File: src/rtl/decode_queue_pkg.sv
// Shared scalar types (common) and decoded-control definitions (pipes)
// for the decode queue slice.
package common;
   typedef logic [31:0] u32;
   typedef logic [63:0] u64;
endpackage

package pipes;
   import common::*;

   typedef enum logic [4:0] {
      OP_UNKNOWN, OP_ADDI, OP_XORI, OP_ORI, OP_ANDI,
      OP_ADD, OP_SUB, OP_XOR, OP_OR, OP_AND, OP_LUI,
      OP_MUL, OP_MULH, OP_DIV, OP_DIVU, OP_REM, OP_REMU
   } op_e;

   typedef enum logic [3:0] {
      ALU_NONE, ALU_ADD, ALU_SUB, ALU_XOR, ALU_OR, ALU_AND, ALU_PASS_IMM,
      ALU_MUL, ALU_MULH, ALU_DIV, ALU_DIVU, ALU_REM, ALU_REMU
   } aluop_e;

   typedef struct packed {
      op_e        op;
      aluop_e     aluop;
      logic [4:0] rd;
      logic [4:0] rs1;
      logic [4:0] rs2;
      u64         imm;
      logic       reg_write;
      logic       illegal;
   } control_t;

   localparam logic [6:0] OPC_OP_IMM = 7'b0010011;
   localparam logic [6:0] OPC_OP     = 7'b0110011;
   localparam logic [6:0] OPC_LUI    = 7'b0110111;

   localparam logic [2:0] F3_ADD  = 3'b000;
   localparam logic [2:0] F3_MULH = 3'b001;
   localparam logic [2:0] F3_XOR  = 3'b100;
   localparam logic [2:0] F3_DIVU = 3'b101;
   localparam logic [2:0] F3_OR   = 3'b110;
   localparam logic [2:0] F3_AND  = 3'b111;

   localparam logic [6:0] F7_BASE   = 7'b0000000;
   localparam logic [6:0] F7_ALT    = 7'b0100000;
   localparam logic [6:0] F7_MULDIV = 7'b0000001;

   function automatic u64 sext12(input logic [11:0] v);
      return {{52{v[11]}}, v};
   endfunction
endpackage

File: src/rtl/decode_queue_decode.sv
// Combinational RV64 subset decoder: u32 instruction in, control_t out.
// Build option: DECODE_MUL_EN adds the M-extension MUL/MULH/DIV/DIVU/REM/REMU ops.
module decode_logic
   import common::*;
   import pipes::*;
(
   input  u32       instr,
   output control_t ctl
);

   logic [6:0] opcode;
   logic [2:0] funct3;
   logic [6:0] funct7;
   logic       legal;
   op_e        op;
   aluop_e     aluop;
   u64         imm;

   assign opcode = instr[6:0];
   assign funct3 = instr[14:12];
   assign funct7 = instr[31:25];

   always_comb begin
      legal = 1'b0;
      op    = OP_UNKNOWN;
      aluop = ALU_NONE;
      imm   = '0;
      case (opcode)
         OPC_OP_IMM: begin
            imm   = sext12(instr[31:20]);
            legal = 1'b1;
            case (funct3)
               F3_ADD:  begin op = OP_ADDI; aluop = ALU_ADD; end
               F3_XOR:  begin op = OP_XORI; aluop = ALU_XOR; end
               F3_OR:   begin op = OP_ORI;  aluop = ALU_OR;  end
               F3_AND:  begin op = OP_ANDI; aluop = ALU_AND; end
               default: legal = 1'b0;
            endcase
         end
         OPC_LUI: begin
            imm   = {{32{instr[31]}}, instr[31:12], 12'b0};
            op    = OP_LUI;
            aluop = ALU_PASS_IMM;
            legal = 1'b1;
         end
         OPC_OP: begin
            if (funct7 == F7_BASE) begin
               legal = 1'b1;
               case (funct3)
                  F3_ADD:  begin op = OP_ADD; aluop = ALU_ADD; end
                  F3_XOR:  begin op = OP_XOR; aluop = ALU_XOR; end
                  F3_OR:   begin op = OP_OR;  aluop = ALU_OR;  end
                  F3_AND:  begin op = OP_AND; aluop = ALU_AND; end
                  default: legal = 1'b0;
               endcase
            end else if (funct7 == F7_ALT && funct3 == F3_ADD) begin
               op    = OP_SUB;
               aluop = ALU_SUB;
               legal = 1'b1;
            end
`ifdef DECODE_MUL_EN
            else if (funct7 == F7_MULDIV) begin
               legal = 1'b1;
               case (funct3)
                  F3_ADD:  begin op = OP_MUL;  aluop = ALU_MUL;  end
                  F3_MULH: begin op = OP_MULH; aluop = ALU_MULH; end
                  F3_XOR:  begin op = OP_DIV;  aluop = ALU_DIV;  end
                  F3_DIVU: begin op = OP_DIVU; aluop = ALU_DIVU; end
                  F3_OR:   begin op = OP_REM;  aluop = ALU_REM;  end
                  F3_AND:  begin op = OP_REMU; aluop = ALU_REMU; end
                  default: legal = 1'b0;
               endcase
            end
`endif
         end
         default: legal = 1'b0;
      endcase

      // Anything not fully recognised collapses to a single canonical illegal form.
      if (!legal) begin
         op    = OP_UNKNOWN;
         aluop = ALU_NONE;
         imm   = '0;
      end

      ctl           = '0;
      ctl.op        = op;
      ctl.aluop     = aluop;
      ctl.rd        = instr[11:7];
      ctl.rs1       = instr[19:15];
      ctl.rs2       = instr[24:20];
      ctl.imm       = imm;
      ctl.reg_write = legal && (instr[11:7] != 5'd0);
      ctl.illegal   = !legal;
   end

endmodule

File: src/rtl/decode_queue.sv
// Decode stage queue: decodes incoming instructions and buffers control + PC
// in a DEPTH-entry FIFO. Build option: DECODE_MUL_EN (handled in decode_logic).
module decode_queue
   import common::*;
   import pipes::*;
#(
   parameter int DEPTH = 4,
   parameter int CNT_W = $clog2(DEPTH + 1)
) (
   input  logic             clk,
   input  logic             reset,
   input  logic             flush,
   input  logic             in_valid,
   output logic             in_ready,
   input  u32               in_instr,
   input  u64               in_pc,
   output logic             out_valid,
   input  logic             out_ready,
   output control_t         out_ctl,
   output u64               out_pc,
   output logic [CNT_W-1:0] count
);

   localparam int PTR_W = $clog2(DEPTH);
   localparam logic [CNT_W-1:0] DEPTH_C = CNT_W'(DEPTH);

   control_t dec_ctl;

   logic [CNT_W-1:0] count_q, count_d;
   logic [PTR_W-1:0] wr_ptr_q, wr_ptr_d;
   logic [PTR_W-1:0] rd_ptr_q, rd_ptr_d;
   control_t         ctl_mem_q [DEPTH];
   control_t         ctl_mem_d [DEPTH];
   u64               pc_mem_q  [DEPTH];
   u64               pc_mem_d  [DEPTH];
   logic             push, pop;

   decode_logic u_decode (
      .instr (in_instr),
      .ctl   (dec_ctl)
   );

   assign in_ready  = !reset && !flush && (count_q < DEPTH_C);
   assign out_valid = (count_q != '0);
   assign out_ctl   = ctl_mem_q[rd_ptr_q];
   assign out_pc    = pc_mem_q[rd_ptr_q];
   assign count     = count_q;

   assign push = in_valid && in_ready;
   assign pop  = out_valid && out_ready;

   always_comb begin
      count_d   = count_q;
      wr_ptr_d  = wr_ptr_q;
      rd_ptr_d  = rd_ptr_q;
      ctl_mem_d = ctl_mem_q;
      pc_mem_d  = pc_mem_q;

      if (push) begin
         ctl_mem_d[wr_ptr_q] = dec_ctl;
         pc_mem_d[wr_ptr_q]  = in_pc;
         wr_ptr_d            = wr_ptr_q + PTR_W'(1);
      end
      if (pop) begin
         rd_ptr_d = rd_ptr_q + PTR_W'(1);
      end
      if (push && !pop) begin
         count_d = count_q + CNT_W'(1);
      end else if (pop && !push) begin
         count_d = count_q - CNT_W'(1);
      end

      // A pop in the flush cycle was already presented to the consumer; the
      // queue is emptied regardless.
      if (flush) begin
         count_d  = '0;
         wr_ptr_d = '0;
         rd_ptr_d = '0;
      end
   end

   always_ff @(posedge clk) begin
      if (reset) begin
         count_q  <= '0;
         wr_ptr_q <= '0;
         rd_ptr_q <= '0;
      end else begin
         count_q  <= count_d;
         wr_ptr_q <= wr_ptr_d;
         rd_ptr_q <= rd_ptr_d;
      end
   end

   always_ff @(posedge clk) begin
      ctl_mem_q <= ctl_mem_d;
      pc_mem_q  <= pc_mem_d;
   end

endmodule

File: config.mk
export PLATFORM = sky130hd
export DESIGN_NAME = decode_queue
export DESIGN_NICKNAME = d
export VERILOG_FILES = /design/src/rtl/decode_queue_pkg.sv /design/src/rtl/decode_queue_decode.sv /design/src/rtl/decode_queue.sv
export SDC_FILE = /design/constraint.sdc
export NUM_CORES = 1
export LEC_CHECK = 0
export ABC_AREA = 1
export CAP_MARGIN = 20
export CELL_PAD_IN_SITES_DETAIL_PLACEMENT = 1
export CELL_PAD_IN_SITES_GLOBAL_PLACEMENT = 1
export CORE_UTILIZATION = 41
export DETAILED_ROUTE_END_ITERATION = 12
export GPL_ROUTABILITY_DRIVEN = 0
export PLACE_DENSITY = 0.84
export SYNTH_ARGS = -nofsm -noshare
export SYNTH_HDL_FRONTEND = slang
export SYNTH_SLANG_ARGS = --single-unit
File: constraint.sdc
create_clock -name clk -period 7.01 [get_ports clk]
set_input_delay 1.0515 -clock clk [delete_from_list [all_inputs] [get_ports clk]]
set_output_delay 1.0515 -clock clk [all_outputs]
set_load 0.01 [all_outputs]
==> summary.md <==
| Metric | Value |
|---|---|
| Worst Hold Launch | wr_ptr_q[0] |
| Main combinational cell family by area after synthesis | compound AO/OA/AOI/OAI gates |
| Post-DP HPWL | 30300 um |
| Yosys cell types | 39 |
| Status | complete, no violations |
| YS warnings | 0 |
| Core area | 46500 um^2 |
| R2r endpoint | rd_ptr_q[1] |
| First-pass GRT wire length | 77400 um |
| Worst-margin pin slew | 0.976 ns |
| Synth top area share | 0.748 |
| Clk sinks | 487 |
| RSZ-0062 raised after global routing | no |
| Fraction of the cycle the final worst path needs | 0.693 |
| Vias | 12411 |
| # DRC | 0 |
| Clock latency on the worst-skew pair | 0.60 ns |
| Ports | 260 |
| Iter 0 DRT Violations | 788 |
| Num CTS Buffers | 51 |
| CTS tree | done |
| Setup TNS | 0 ns |
| Crit path DAT | 3.81 ns |
| Final wirelength | 51600 um |
| Final WS setup | 2.15 ns |
| FP Rows | 79 |
| Gr ovfl total | 0 |
| Routed Antenna Nets | 0 |
| Die Area | 47900 um^2 |
| Worst R2R Start | rd_ptr_q[1] |
| # hold bufs at CTS | 0 |
| Placement Setup Slack | 2.75 ns |
| First-pass detailed-route iteration total | 5 |
| Die Y | 219 um |
| # port buffers | 257 |
| Crit-path max FO | 83 |
| Wirelength per Cell | 22.7 um |
| CP Class | register to output port |
| Post-Synthesis Cells | 1429 |
| WHS | 0.512 ns |
| Hold Path Stages | 2 |
| CP max-delay cell | buf_4 |
| GRT Total Usage | 0.215 |
| Vias in the first global route | 13363 |
| Clock-pin slew on the worst setup and hold paths | 0.07 ns |
| Post-CTS setup buffers | 0 |
| Pwr Total | 6.16 mW |
| Xor and xnor fraction of the mapped netlist area | 0.000909 |
| Synth top area cells | edfxtp_1, o21ai_0, nor2_1 |
| Reg2reg setup slack | 4.30 ns |
| Compound-Gate Fraction of Synth Area | 0.118 |
| Final core occ | 0.510 |
| Commonest non-fill, non-tap cell in the layout | edfxtp_1 |
| Critical path required time | 5.96 ns |
| Synth Register Bits | 487 |
| CTS Root Cell | clkbuf_16 |
| CP Cell Sequence | clkinv_2, buf_4, o21ai_0, o22ai_1, clkdlybuf4s50_1 |
| Largest stage delay on the critical path | 0.85 ns |
| Count of final setup violators | 0 |
| Synthesis-to-finish area growth | 22.8% |
| Hold Path Class | register to register |
| Synth Area in Adders | 0.00428 |
| Simple-gate share of the synthesized area | 0.0776 |
| Max Clk Rate | 0.206 GHz |
| Post-synthesis mux area share | 0 |
| Max-slew headroom | 0.350 |
| Cell area after synthesis | 19300 um^2 |
| Commonest cells after routing, fill and taps aside | edfxtp_1, nor2_1, clkdlybuf4s50_1 |
| CTS H-tree lvls | 2 |
| Pleak | 7.74 nW |
| Initial Utilization | 0.415 |
| Initial antenna violation count | 3 |
| Reg2Reg Depth | 4 |
| CTS resizes | 0 |
| Largest net degree at the start of global routing | 101 |
| Startpoint class of the critical path | register |
| Final Skew | 0.0280 ns |
| DIE WIDTH | 219 um |
| Clock Tree Buf Depth | 3 |
| Slew Viols, Final | 0 |
| Max-Cap Viols | 0 |
| Crit end category | output port |
| Syn Area/Cell | 13.5 um^2 |
| Share of cells above drive strength 1 | 0.0742 |
| Via density | 5.45 |
| Endpoints failing hold | 0 |
| PD cells | 260 nW/um^2 |
| Hold endpoint | wr_ptr_q[0] |
| Period minus WS final | 4.86 ns |
| Part of the Yosys area used for sequential elements | 0.755 |
| Nets | 1739 |
| VDD IR-drop max | 0.179 mV |
| Cell taking the most area after synthesis | edfxtp_1 |
## flip-flops by register name (all words and copies together) (netlist names)
name	cells
pc_mem_q	256
ctl_mem_q	224
count	3
rd_ptr_q	2
wr_ptr_q	2
## Yosys cell counts
library cell	count
nor3_2	1
nor3_4	1
o22ai_1	120
ha_1	5
dfxtp_1	7
nand4_1	1
nor3b_1	2
nand2_1	58
inv_1	27
a21boi_2	6
o31ai_1	1
nor2_2	1
edfxtp_1	480
or2_2	1
buf_4	46
clkbuf_1	46
xor2_1	2
a211oi_1	1
buf_6	5
o21ai_0	238
inv_2	5
a21oi_1	12
a21boi_1	10
nor2_1	263
inv_4	1
o21bai_1	1
nand3_1	30
a21boi_0	3
conb_1	1
o211ai_1	1
nor2_4	2
o21ai_1	8
fa_1	1
nand2_2	4
a21oi_2	5
or2_1	1
nor3_1	2
buf_2	29
nand3_4	1
## cells by family after synthesis
kind of cell | count (synthesis)
compound gates | 406
flops | 487
other cells | 1
fa+ha+maj | 6
buf+inv | 159
xor+xnor | 2
simple gates | 368
## routing by layer
metal / vias up / part of all wire / global-route usage
li1: 5653 / - / -
met1: 6324 / 0.40 / 0.258
met2: 343 / 0.52 / 0.386
met3: 89 / 0.058 / 0.0470
met4: 2 / 0.025 / 0.0618
met5: - / 0.00025 / 0
## critical path, delay by kind of cell (launching register included)
kind | cells | cell delay (ns)
AO/OA/AOI/OAI | 2 | 0.58
buffers and inverters | 3 | 1.98
flip-flops | 1 | 0.54
## how the worst max path moves through the flow
stage | from | to | slack, ns | cells after the start
after floorplan | reset | ctl_mem_q[0] | -0.38 | 5
after global placement | rd_ptr_q[1] | out_ctl[10] | 2.85 | 5
after detailed placement | rd_ptr_q[0] | out_ctl[49] | 2.75 | 4
after CTS | rd_ptr_q[0] | out_ctl[61] | 2.05 | 4
after global routing | rd_ptr_q[1] | out_ctl[10] | 1.92 | 5
final | rd_ptr_q[1] | out_ctl[10] | 2.15 | 5
## stage by stage
step,instances,cell area (um^2)
after global placement,2185,22100
after global routing,2278,23700
final,2279,23700
after detailed placement,2185,22100
after floorplan,1430,19300
after CTS,2277,23700
## layout make-up
| class | instances | area [um^2] |
|---|---|---|
| fillers | 4597 | 22800 |
| flip-flops and latches | 487 | 14600 |
| multi-input cells | 784 | 3920 |
| repair buffers | 275 | 2740 |
| clock buffers | 63 | 1340 |
| well taps | 607 | 759 |
| clock inverters | 29 | 228 |
| inverters | 33 | 130 |
| diodes | 1 | 2.50 |
## power by group
| group | internal, mW | switching, mW |
|---|---|---|
| registers | 3.21 | 0.0126 |
| logic | 0.172 | 0.189 |
| clock network | 1.47 | 1.11 |
| total | 4.85 | 1.31 |
Note: power is estimated with default switching activity, not from simulation.
